`src/rtl/axi_arb_pkg.sv`:
```
// Shared definitions for the AXI4 read/write channel arbiters.
// Latency: n/a (types, constants and helpers only).
// Backpressure: n/a.
package axi_arb_pkg;

  localparam int NUM_MASTERS = 4;
  localparam int TCO_DEFAULT = 1;

  // Ownership phases: IDLE (no grant), BURST (AW/W in flight), RESP (waiting for B).
  typedef enum logic [1:0] {
    IDLE  = 2'd0,
    BURST = 2'd1,
    RESP  = 2'd2
  } arb_state_e;

  // One-hot decode of a master index into a grant vector.
  function automatic logic [NUM_MASTERS-1:0] idx_to_onehot(input logic [1:0] idx);
    logic [NUM_MASTERS-1:0] oh;
    oh      = '0;
    oh[idx] = 1'b1;
    return oh;
  endfunction

endpackage

```
`src/rtl/rr_pick4.sv`:
```
// Combinational 4-way round-robin selector: first requester scanning from prio upward with wrap.
// Latency: 0 cycles (pure combinational).
// Backpressure: none; the caller decides when to act on the pick.
// Ports:
//   req[3:0]  in   request vector, bit n = master n
//   prio[1:0] in   index that gets first look this round
//   valid     out  at least one request present
//   idx[1:0]  out  selected master (0 when valid is low)
module rr_pick4 (
  input  logic [3:0] req,
  input  logic [1:0] prio,
  output logic       valid,
  output logic [1:0] idx
);

  logic [3:0] rot;
  logic [1:0] off;
  logic [1:0] k;

  always_comb begin
    rot = '0;
    off = '0;
    k   = '0;
    // rot[i] is the request that sits i places after prio (mod 4)
    for (int i = 0; i < 4; i++) begin
      k      = prio + 2'(i);
      rot[i] = req[k];
    end
    // lowest set rotated bit wins, so scan from the top down
    for (int i = 3; i >= 0; i--) begin
      if (rot[i]) off = 2'(i);
    end
  end

  assign valid = |req;
  assign idx   = valid ? (prio + off) : 2'd0;

endmodule

```
`src/rtl/axi_arbiter_w.sv`:
```
// AXI4 write-channel arbiter: one master owns AW/W/B from grant to B handshake, then priority rotates.
// Latency: request sampled in IDLE -> grant next cycle; B handshake -> grant drops next cycle, one idle bubble.
// Backpressure: ownership held indefinitely while AW, last W beat or B handshake is stalled.
// Ports:
//   ACLK, ARESET                  clock, async active-high reset
//   m0_AWVALID..m3_AWVALID        write requests from each master
//   m_AWVALID/m_AWREADY           muxed AW handshake of the granted master
//   m_WVALID/m_WREADY/m_WLAST     muxed W handshake and last-beat marker
//   m_BVALID/m_BREADY             muxed B handshake
//   m0_wgrnt..m3_wgrnt            one-hot write grants (registered)
//   w_busy                        high while any master owns the write path (registered)
module axi_arbiter_w
  import axi_arb_pkg::*;
#(
  parameter int TCO = TCO_DEFAULT
) (
  input  logic ACLK,
  input  logic ARESET,
  input  logic m0_AWVALID,
  input  logic m1_AWVALID,
  input  logic m2_AWVALID,
  input  logic m3_AWVALID,
  input  logic m_AWREADY,
  input  logic m_AWVALID,
  input  logic m_WVALID,
  input  logic m_WREADY,
  input  logic m_WLAST,
  input  logic m_BVALID,
  input  logic m_BREADY,
  output logic m0_wgrnt,
  output logic m1_wgrnt,
  output logic m2_wgrnt,
  output logic m3_wgrnt,
  output logic w_busy
);

  // TCO only shapes simulation timing in the legacy flow; it has no effect on this logic.
  logic unused_tco;
  assign unused_tco = ^TCO;

  arb_state_e             state;
  logic [1:0]             owner;
  logic [1:0]             prio;
  logic                   aw_done;
  logic                   w_done;
  logic [NUM_MASTERS-1:0] grnt_q;
  logic                   busy_q;

  logic [NUM_MASTERS-1:0] req;
  logic                   pick_vld;
  logic [1:0]             pick_idx;

  logic aw_hs;
  logic wlast_hs;
  logic b_hs;
  logic aw_done_nxt;
  logic w_done_nxt;

  assign req = {m3_AWVALID, m2_AWVALID, m1_AWVALID, m0_AWVALID};

  rr_pick4 u_pick (
    .req   (req),
    .prio  (prio),
    .valid (pick_vld),
    .idx   (pick_idx)
  );

  assign aw_hs    = m_AWVALID && m_AWREADY;
  assign wlast_hs = m_WVALID && m_WREADY && m_WLAST;
  assign b_hs     = m_BVALID && m_BREADY;

  // Include this cycle's handshakes so a same-cycle AW + WLAST goes straight to RESP.
  assign aw_done_nxt = aw_done || aw_hs;
  assign w_done_nxt  = w_done || wlast_hs;

  always_ff @(posedge ACLK or posedge ARESET) begin
    if (ARESET) begin
      state   <= IDLE;
      owner   <= 2'd0;
      prio    <= 2'd0;
      aw_done <= 1'b0;
      w_done  <= 1'b0;
      grnt_q  <= '0;
      busy_q  <= 1'b0;
    end else begin
      case (state)
        IDLE: begin
          if (pick_vld) begin
            state   <= BURST;
            owner   <= pick_idx;
            aw_done <= 1'b0;
            w_done  <= 1'b0;
            grnt_q  <= idx_to_onehot(pick_idx);
            busy_q  <= 1'b1;
          end
        end
        BURST: begin
          aw_done <= aw_done_nxt;
          w_done  <= w_done_nxt;
          if (aw_done_nxt && w_done_nxt) begin
            state <= RESP;
          end
        end
        RESP: begin
          if (b_hs) begin
            state  <= IDLE;
            prio   <= owner + 2'd1;
            grnt_q <= '0;
            busy_q <= 1'b0;
          end
        end
        default: begin
          // unreachable encoding: drop ownership cleanly
          state  <= IDLE;
          grnt_q <= '0;
          busy_q <= 1'b0;
        end
      endcase
    end
  end

  assign m0_wgrnt = grnt_q[0];
  assign m1_wgrnt = grnt_q[1];
  assign m2_wgrnt = grnt_q[2];
  assign m3_wgrnt = grnt_q[3];
  assign w_busy   = busy_q;

endmodule

```
`config.mk`:
```
export PLATFORM = sky130hd
export DESIGN_NAME = axi_arbiter_w
export DESIGN_NICKNAME = d
export VERILOG_FILES = /design/src/rtl/axi_arb_pkg.sv /design/src/rtl/rr_pick4.sv /design/src/rtl/axi_arbiter_w.sv
export SDC_FILE = /design/constraint.sdc
export NUM_CORES = 1
export LEC_CHECK = 0
export ABC_AREA = 1
export ABC_CLOCK_PERIOD_IN_PS = 2950
export BUFFER_PORTS_ARGS = -buffer_cell sky130_fd_sc_hd__buf_2
export CORE_MARGIN = 8
export CORE_UTILIZATION = 35
export DETAILED_ROUTE_END_ITERATION = 12
export SYNTH_ARGS = -nofsm -noshare
export SYNTH_HDL_FRONTEND = slang
export SYNTH_HIERARCHICAL = 1
export SYNTH_SLANG_ARGS = --single-unit
```
`constraint.sdc`:
```
create_clock -name ACLK -period 2.95 [get_ports ACLK]
set_clock_uncertainty 0.15 [all_clocks]
set_input_delay 0.1475 -clock ACLK [delete_from_list [all_inputs] [get_ports ACLK]]
set_output_delay 0.1475 -clock ACLK [all_outputs]
set_load 0.01 [all_outputs]
```
==> results.sh <==
export IMPL_final_cell_mix="nand2_1 (53), buf_2 (17), inv_1 (15)"
export IMPL_yosysWarnings=6
export IMPL_clk_path_buf_depth=2
export IMPL_area_delta_synth_final_pct=18.03
export IMPL_grt_pass1_vias=788
export IMPL_drc=0
export IMPL_synth_compound_area_share_pct=7.439
export IMPL_globalRouteOverflowTotal=0
export IMPL_antenna_found_initial=0
export IMPL_synth_xor_area_share_pct=2.003
export IMPL_die_h_um=65.99
export IMPL_initialDrtViolationCount=29
export IMPL_crit_type="reg -> reg"
export IMPL_viasPerCell=4.537
export IMPL_hold_path_class="in -> reg"
export IMPL_crit_family="flip-flops"
export IMPL_synthAdderAreaFrac_pct=1.431
export IMPL_nNetsFinal=162
export IMPL_powerDensity_nw_per_um2=1088
export IMPL_detail_route_antenna_nets=0
export IMPL_worst_setup_path_start_kind="flip-flop"
export IMPL_cts_htree_levels=1
export IMPL_n_antenna_cell=0
export IMPL_die_w_um=65.99
export IMPL_critPathMaxStageDelay_ns=0.63
export IMPL_std_cell_rows=18
export IMPL_port_buffers=17
export IMPL_worstPathMaxFanout=11
export IMPL_core_area_um2=2432
export IMPL_initial_core_util_pct=35.96
export IMPL_cts_num_sinks=13
export IMPL_arrival_ns=2.39
export IMPL_clk_latency_ns=0.26
export IMPL_final_core_util_pct=42.44
export IMPL_max_freq_ghz=0.4261
export IMPL_via_count=803
export IMPL_rsz0062_at_grt="false"
export IMPL_status="completed"
export IMPL_clkTransAtPathRegs_ns=0.08
export IMPL_ctsResizeCount=0
export IMPL_grt_max_degree=14
export IMPL_grt_pass1_wl_um=3056
export IMPL_cts_root_buf="clkbuf_4"
export IMPL_fin_crit_sh_pct=79.55
export IMPL_total_power_uw=1123
export IMPL_grtUsageTotal_pct=8.469
export IMPL_synth_cell_types=23
export IMPL_fin_tns_setup_ns=0
export IMPL_io_pins=18
export IMPL_cp_slowest_cell="dfrtp_1"
export IMPL_cts_tree="done"
export IMPL_ys_seq_area_share_pct=37.20
export IMPL_whs_ns=0.01629
export IMPL_cp_num_buf_inv=1
export IMPL_dieArea_um2=4355
export IMPL_drive_gt1_share_pct=24.49
export IMPL_hold_viol=0
export IMPL_worst_pin_slew_ns=0.6427
export IMPL_cp_cell_sequence="inv_8 > nand2_1 > nand2_1 > nand2_1 > nand2_1 > a31oi_1 > nor2_1 > ha_1 > xnor2_1 > nand3_2 > a21oi_2 > nand3_1 > o21ai_1"
export IMPL_placed_area_um2=985.9
export IMPL_crit_top_cell="nand2_1"
export IMPL_synth_top_family_by_area="simple AND/OR/NAND/NOR gates"
export IMPL_dr_pass1_iters=4
export IMPL_vdd_drop_max_mv=0.5269
export IMPL_drv_slew=0
export IMPL_wire_per_inst_um=9.881
export IMPL_cts_buffers=3
export IMPL_min_period_ns=2.347
export IMPL_slew_headroom_pct=56.76
export IMPL_yosys_area_share_simple_pct=42.06
export IMPL_avgSynthCellArea_um2=6.997
export IMPL_end_kind="flip-flop"
export IMPL_wirelength_um=1749
export IMPL_final_common_cell="nand2_1"
export IMPL_synth_fp_nets=139
export IMPL_p_leak_uw=0.0005910
export IMPL_synthMuxAreaShare_pct=0
export IMPL_gp_congestion=0.8106
export IMPL_hpwl_um=1441
export IMPL_final_area_um2=1032
export IMPL_synth_seq_cells=13
export IMPL_synth_cell_area_um2=874.6
export IMPL_worstPathRequired_ns=3.00
export IMPL_syn_inst=125
export IMPL_cap_violations=0
export IMPL_setup_viol=0
==> state kept, by name, indices dropped and copies added, names as in the netlist <==
name	count
aw_done	1
grnt_q	4
owner	2
prio	2
state	2
w_busy	1
w_done	1
==> worst min-delay path, cell delays in order <==
cell     delay, ns
buf_2         0.09
nand3_1       0.09
a21oi_1       0.07
==> final timing paths <==
check / depth (start not counted) / slack, ns / start / end
setup / recovery: 13 / 0.60 / prio[0] / grnt_q[3]
hold / removal: 3 / 0.02 / m_WLAST / w_done
setup reg to reg: 13 / 0.60 / prio[0] / grnt_q[3]
hold reg to reg: 2 / 0.33 / w_busy / w_busy
max in group asynchronous: 3 / 2.02 / ARESET / state[1]
min in group asynchronous: 3 / 0.29 / ARESET / w_busy
==> layer usage <==
| metal | vias up | track usage, % | part of all wire, % |
|---|---|---|---|
| li1 | 426 | - | - |
| met1 | 362 | 9.163 | 44 |
| met2 | 13 | 15.96 | 52 |
| met3 | 2 | 1.356 | 3.3 |
| met4 | 0 | 3.200 | 0.57 |
| met5 | - | 0 | 0 |
==> Yosys cell counts, drive strengths merged <==
cell type  instances  area [um2]
buf                1       11.26
or2                1       6.260
nor2               7       41.29
nand3              7       45.04
a31oi              1       6.260
nand2             61       259.0
xnor2              2       17.52
o21ai              6       30.02
clkinv             1       3.750
nor3               1       10.01
nor4               1       6.260
ha                 1       12.51
a21oi              5       28.78
dfrtp             13       325.3
inv               17       71.31
==> what timing repair did <==
item | CTS | global route
hold buffers | 2 | 0
hold endpoints to repair | 14 | 0
setup buffers | 0 | 0
==> through the flow <==
stage                     instances  worst slack (ns)
final                           177            0.6032
after global routing            177            0.3806
after floorplan                 125            0.8956
after CTS                       177            0.6004
after global placement          171            0.6800
after detailed placement        171            0.6261
==> layout make-up <==
type,instances,area (um2)
clock buffer,4,26.28
fill,257,1400
inverter,18,75.07
multi-input combinational,93,462.9
sequential,13,325.3
tap,30,37.54
timing repair buffer,19,105.1
==> power by group <==
group / internal (uW) / total [uW] / switching (uW)
sequential: 257 / 346 / 88.6
combinational: 256 / 671 / 415
clock: 52.2 / 106 / 54.1
==> cells by family (layout without fill, tap and decap cells) <==
| group | Yosys count | after routing |
|---|---|---|
| buf+inv | 19 | 41 |
| fa+ha+maj | 1 | 1 |
| compound gates | 12 | 12 |
| flops | 13 | 13 |
| simple gates | 78 | 78 |
| xor+xnor | 2 | 2 |
Power figures use the tool's default switching activity.
